**config.mk**
```make
export PLATFORM = sky130hd
export DESIGN_NAME = lat_event_reader
export DESIGN_NICKNAME = d
export VERILOG_FILES = /design/src/rtl/lat_event_reader.sv
export SDC_FILE = /design/constraint.sdc
export NUM_CORES = 1
export LEC_CHECK = 0
export CORE_MARGIN = 8
export CORE_UTILIZATION = 54
export DETAILED_ROUTE_END_ITERATION = 10
export HOLD_SLACK_MARGIN = 0.03
export PLACE_DENSITY = 0.85
export SLEW_MARGIN = 40
export SYNTH_ARGS = -nofsm -noshare
export SYNTH_HDL_FRONTEND = slang
export SYNTH_SLANG_ARGS = --single-unit
```
**constraint.sdc**
```tcl
create_clock -name clk -period 2.95 [get_ports clk]
set_clock_uncertainty 0.2 [all_clocks]
set_input_delay 0.295 -clock clk [delete_from_list [all_inputs] [get_ports clk]]
set_output_delay 0.295 -clock clk [all_outputs]
set_load 0.02 [all_outputs]
```
**src/rtl/lat_event_reader.sv**
```systemverilog
// Synchronous observer of a transparent latch: turns latch close/clear/set into
// tagged events and buffers them in a small FIFO drained over valid/ready.
module lat_event_reader #(
    parameter int LAT_WIDTH = 8,
    parameter int DEPTH     = 4,
    parameter int AW        = $clog2(DEPTH)
) (
    input  logic                 clk,
    input  logic                 rst,
    input  logic                 gate,
    input  logic                 aclr,
    input  logic                 aset,
    input  logic [LAT_WIDTH-1:0] q,
    output logic                 rd_valid,
    input  logic                 rd_ready,
    output logic [LAT_WIDTH-1:0] rd_data,
    output logic [1:0]           rd_tag,
    output logic [AW:0]          count,
    output logic                 overflow,
    input  logic                 ovf_clr
);

    localparam logic [1:0] TAG_CAPTURE = 2'b00;
    localparam logic [1:0] TAG_CLEAR   = 2'b01;
    localparam logic [1:0] TAG_SET     = 2'b10;
    localparam logic [AW:0] FULL_CNT   = (AW+1)'(DEPTH);

    logic                 gate_d, aclr_d, aset_d;
    logic [AW-1:0]        wr_ptr, rd_ptr;
    logic [LAT_WIDTH-1:0] mem_data [DEPTH];
    logic [1:0]           mem_tag  [DEPTH];

    logic                 push_c, pop_c, accept_c, drop_c;
    logic [1:0]           push_tag_c;
    logic [LAT_WIDTH-1:0] push_data_c;

    // Event selection: CLEAR beats SET beats CAPTURE; losers vanish silently.
    always_comb begin
        push_c      = 1'b0;
        push_tag_c  = TAG_CAPTURE;
        push_data_c = '0;
        if (aclr && !aclr_d) begin
            push_c      = 1'b1;
            push_tag_c  = TAG_CLEAR;
        end else if (aset && !aset_d) begin
            push_c      = 1'b1;
            push_tag_c  = TAG_SET;
            push_data_c = '1;
        end else if (gate_d && !gate && !aclr && !aset) begin
            push_c      = 1'b1;
            push_data_c = q;
        end
    end

    assign rd_valid = (count != '0);
    assign pop_c    = rd_valid && rd_ready;
    assign accept_c = push_c && ((count != FULL_CNT) || pop_c);
    assign drop_c   = push_c && !accept_c;

    // Empty FIFO presents zeros so the head outputs stay stable while idle.
    assign rd_data = rd_valid ? mem_data[rd_ptr] : '0;
    assign rd_tag  = rd_valid ? mem_tag[rd_ptr]  : 2'b00;

    always_ff @(posedge clk) begin
        if (rst) begin
            gate_d   <= 1'b0;
            aclr_d   <= 1'b0;
            aset_d   <= 1'b0;
            wr_ptr   <= '0;
            rd_ptr   <= '0;
            count    <= '0;
            overflow <= 1'b0;
        end else begin
            gate_d   <= gate;
            aclr_d   <= aclr;
            aset_d   <= aset;
            if (accept_c) wr_ptr <= AW'(wr_ptr + 1'b1);
            if (pop_c)    rd_ptr <= AW'(rd_ptr + 1'b1);
            count    <= (AW+1)'(count + (AW+1)'(accept_c) - (AW+1)'(pop_c));
            overflow <= drop_c || (overflow && !ovf_clr);
        end
    end

    // Storage is deliberately not reset; pointers and count define validity.
    always_ff @(posedge clk) begin
        if (accept_c && !rst) begin
            mem_data[wr_ptr] <= push_data_c;
            mem_tag[wr_ptr]  <= push_tag_c;
        end
    end

endmodule
```
==> results.cfg <==
[critical_path]
cp-start-kind = input pin
path_cells = clkdlybuf4s50_1 > and2b_1 > o31ai_1 > mux2i_1 > ha_1 > inv_1 > fa_1 > xor2_1 > and2_1 > nor3_1
reg2reg_slack_ns = 0.44
crit_type = in -> reg
cp.arrival_ns = 2.57
cpPeakStageDelay_ns = 0.57
cp.required_ns = 2.92
critical_path.top_delay_family = compound AO/OA/AOI/OAI gates
cp_max_fo = 5
slowest_stage = o31ai_1
cp-end-kind = register
worst-path-buf-inv = 2

[timing]
fin_ws_ns = 0.350
fmax_mhz = 385
setup_viol = 0
fin_crit_ns = 2.60
worstMarginPinSlew_ns = 0.627
slew_headroom_pct = 57.8
finalSetupTns_ns = 0
grt_setup_unrepaired = no
slew_viol_final = 0
post-route-period-util_pct = 88.1
hold_violations = 0

[worst_hold_path]
hold_class = reg -> reg

[die]
die_area_sq_um = 6500
die_y_um = 80.6
rows = 23
core_area_sq_um = 4000
die_x_um = 80.6
start_util_pct = 56.3
ios = 30

[power_and_ir_drop]
total_power_mw = 2.31
p_per_area_nw_per_um2 = 842
peakVddDrop_mv = 0.401
leakage_nw = 0.996

[synthesis]
syn_area_sq_um = 2250
synth_top_area_share_pct = 53.3
yosysMostFrequentCell = edfxtp_1
syn_nets = 169
synth_edf_count = 40
syn_avg_cell_area_sq_um = 15.2
synth_warnings = 0
syn_inst = 148
synth_area_leaders = edfxtp_1, dfxtp_1, mux4_2
synth.yosys.seq_area_share_pct = 64.9
synth_ff_type = edfxtp_1
synthTopCellsByCount = edfxtp_1, nand2_1, nor2b_1
ys_types = 29
ys_ff_latch = 53
async_flop_share_pct = 0
synth_largest_area_cell = edfxtp_1

[cts]
clk_latency_ns = 0.30
htree_levels = 2
cts_root_buf = clkbuf_8
cts_sinks = 53
cts_buffers = 5
cts_setup_buffers = 0
ctsHoldBuffers = 0
tritoncts = yes
clock_path_buffers = 2
cts.repair.resized = 0
clkSlewWorstSetupHoldPaths_ns = 0.09

[drt]
antenna_left = 0
drt_wl_total_um = 4090
wire_per_inst_um = 17.4
vias = 1295
drt-pass1-iter-count = 4
vias_per_cell = 5.51
initialDrtViolationCount = 88
drc = 0

[global_route]
grt_pass1_wl_um = 6710
overflow = 0
track_usage_pct = 13.7
grt_max_degree = 19
grt_pass1_vias = 1368
antenna_found_initial = 0

[place]
dp_hpwl_um = 2920
gp_congestion = 0.720
place_ws_ns = 0.0415
place_inst = 227
port_buffers = 29

[cells_and_area]
nNetsFinal = 205
antennaDiodeCount = 0
final_cells = 235
area_delta_synth_final_pct = 21.6
layout-drive-gt1-share_pct = 16.2
nFillCells = 276

[flow_run]
cap_violations = 0

[status]
status = finished, final reports clean
cell usage in the layout, fill, tap and decap left out, drive strengths merged, types with 2 or more instances in the layout:
master,n
nand2,16
edfxtp,40
nor2,8
nor2b,14
inv,6
nand2b,4
xor2,3
o31ai,3
mux4,10
ha,5
clkbuf,5
dfxtp,13
clkdlybuf4s50,29
nor4b,2
and2b,2
buf,7
mux2i,2
nor3b,4
nor3,2
cell families after synthesis:
logic type | share of synthesized area (%)
flip-flops | 64.9
multiplexers | 11.5
AO/OA/AOI/OAI | 2.39
adder cells (fa/ha/maj) | 3.66
buffers and inverters | 2.22
AND/OR/NAND/NOR | 14.2
XOR/XNOR | 1.17
stage by stage:
stage	hold slack [ns]	util, %	cell area (sq um)
after floorplan	0.223	-	2250
after global placement	0.261	65.7	2630
after detailed placement	0.286	65.7	2630
after CTS	0.299	68.5	2740
after global routing	0.307	68.5	2740
final	0.293	68.5	2740
state kept, by name, summed over array words and instances (netlist names), named ones only:
name and flops:
mem_tag 8, count 3, mem_data 32, overflow 1, wr_ptr 2, rd_ptr 2, aset_d 1, aclr_d 1
gate_d 1
worst min-delay path, delay by kind of cell, from the launching register on:
| kind | cells | cell delay (ns) |
|---|---|---|
| AO/OA/AOI/OAI | 1 | 0.06 |
| AND/OR/NAND/NOR | 1 | 0.07 |
| flip-flops | 1 | 0.32 |
worst paths after layout:
check | start | cells after the start | endpoint
worst max register to register | count[1] | 9 | count[2]
worst min-delay path | overflow | 2 | overflow
worst max-delay path | aset | 10 | count[2]
worst min register to register | overflow | 2 | overflow
area by class of cell:
class	instances	area, sq um	area share, %
clock buffer	5	68.8	2.51
multi-input combinational	83	742	27.1
inverter	5	18.8	0.685
sequential	53	1460	53.3
timing repair buffer	36	343	12.5
tap	50	62.6	2.28
clock inverter	3	43.8	1.60
layer usage:
layer  up-vias  GRT usage [%]  wire length (um)
met5         -              0                 0
met4         0           4.36                46
met3         6           4.24               270
met2        46           23.3              2090
met1       630           16.1              1680
li1        613              -                 -
power by group:
part           switching [mW]  total (mW)  leakage, nW  internal (mW)
logic                   0.421       0.864        0.460          0.443
clock network           0.227       0.481       0.0585          0.254
registers              0.0698       0.963        0.478          0.893
No activity file was read; power rests on OpenSTA's default activity.
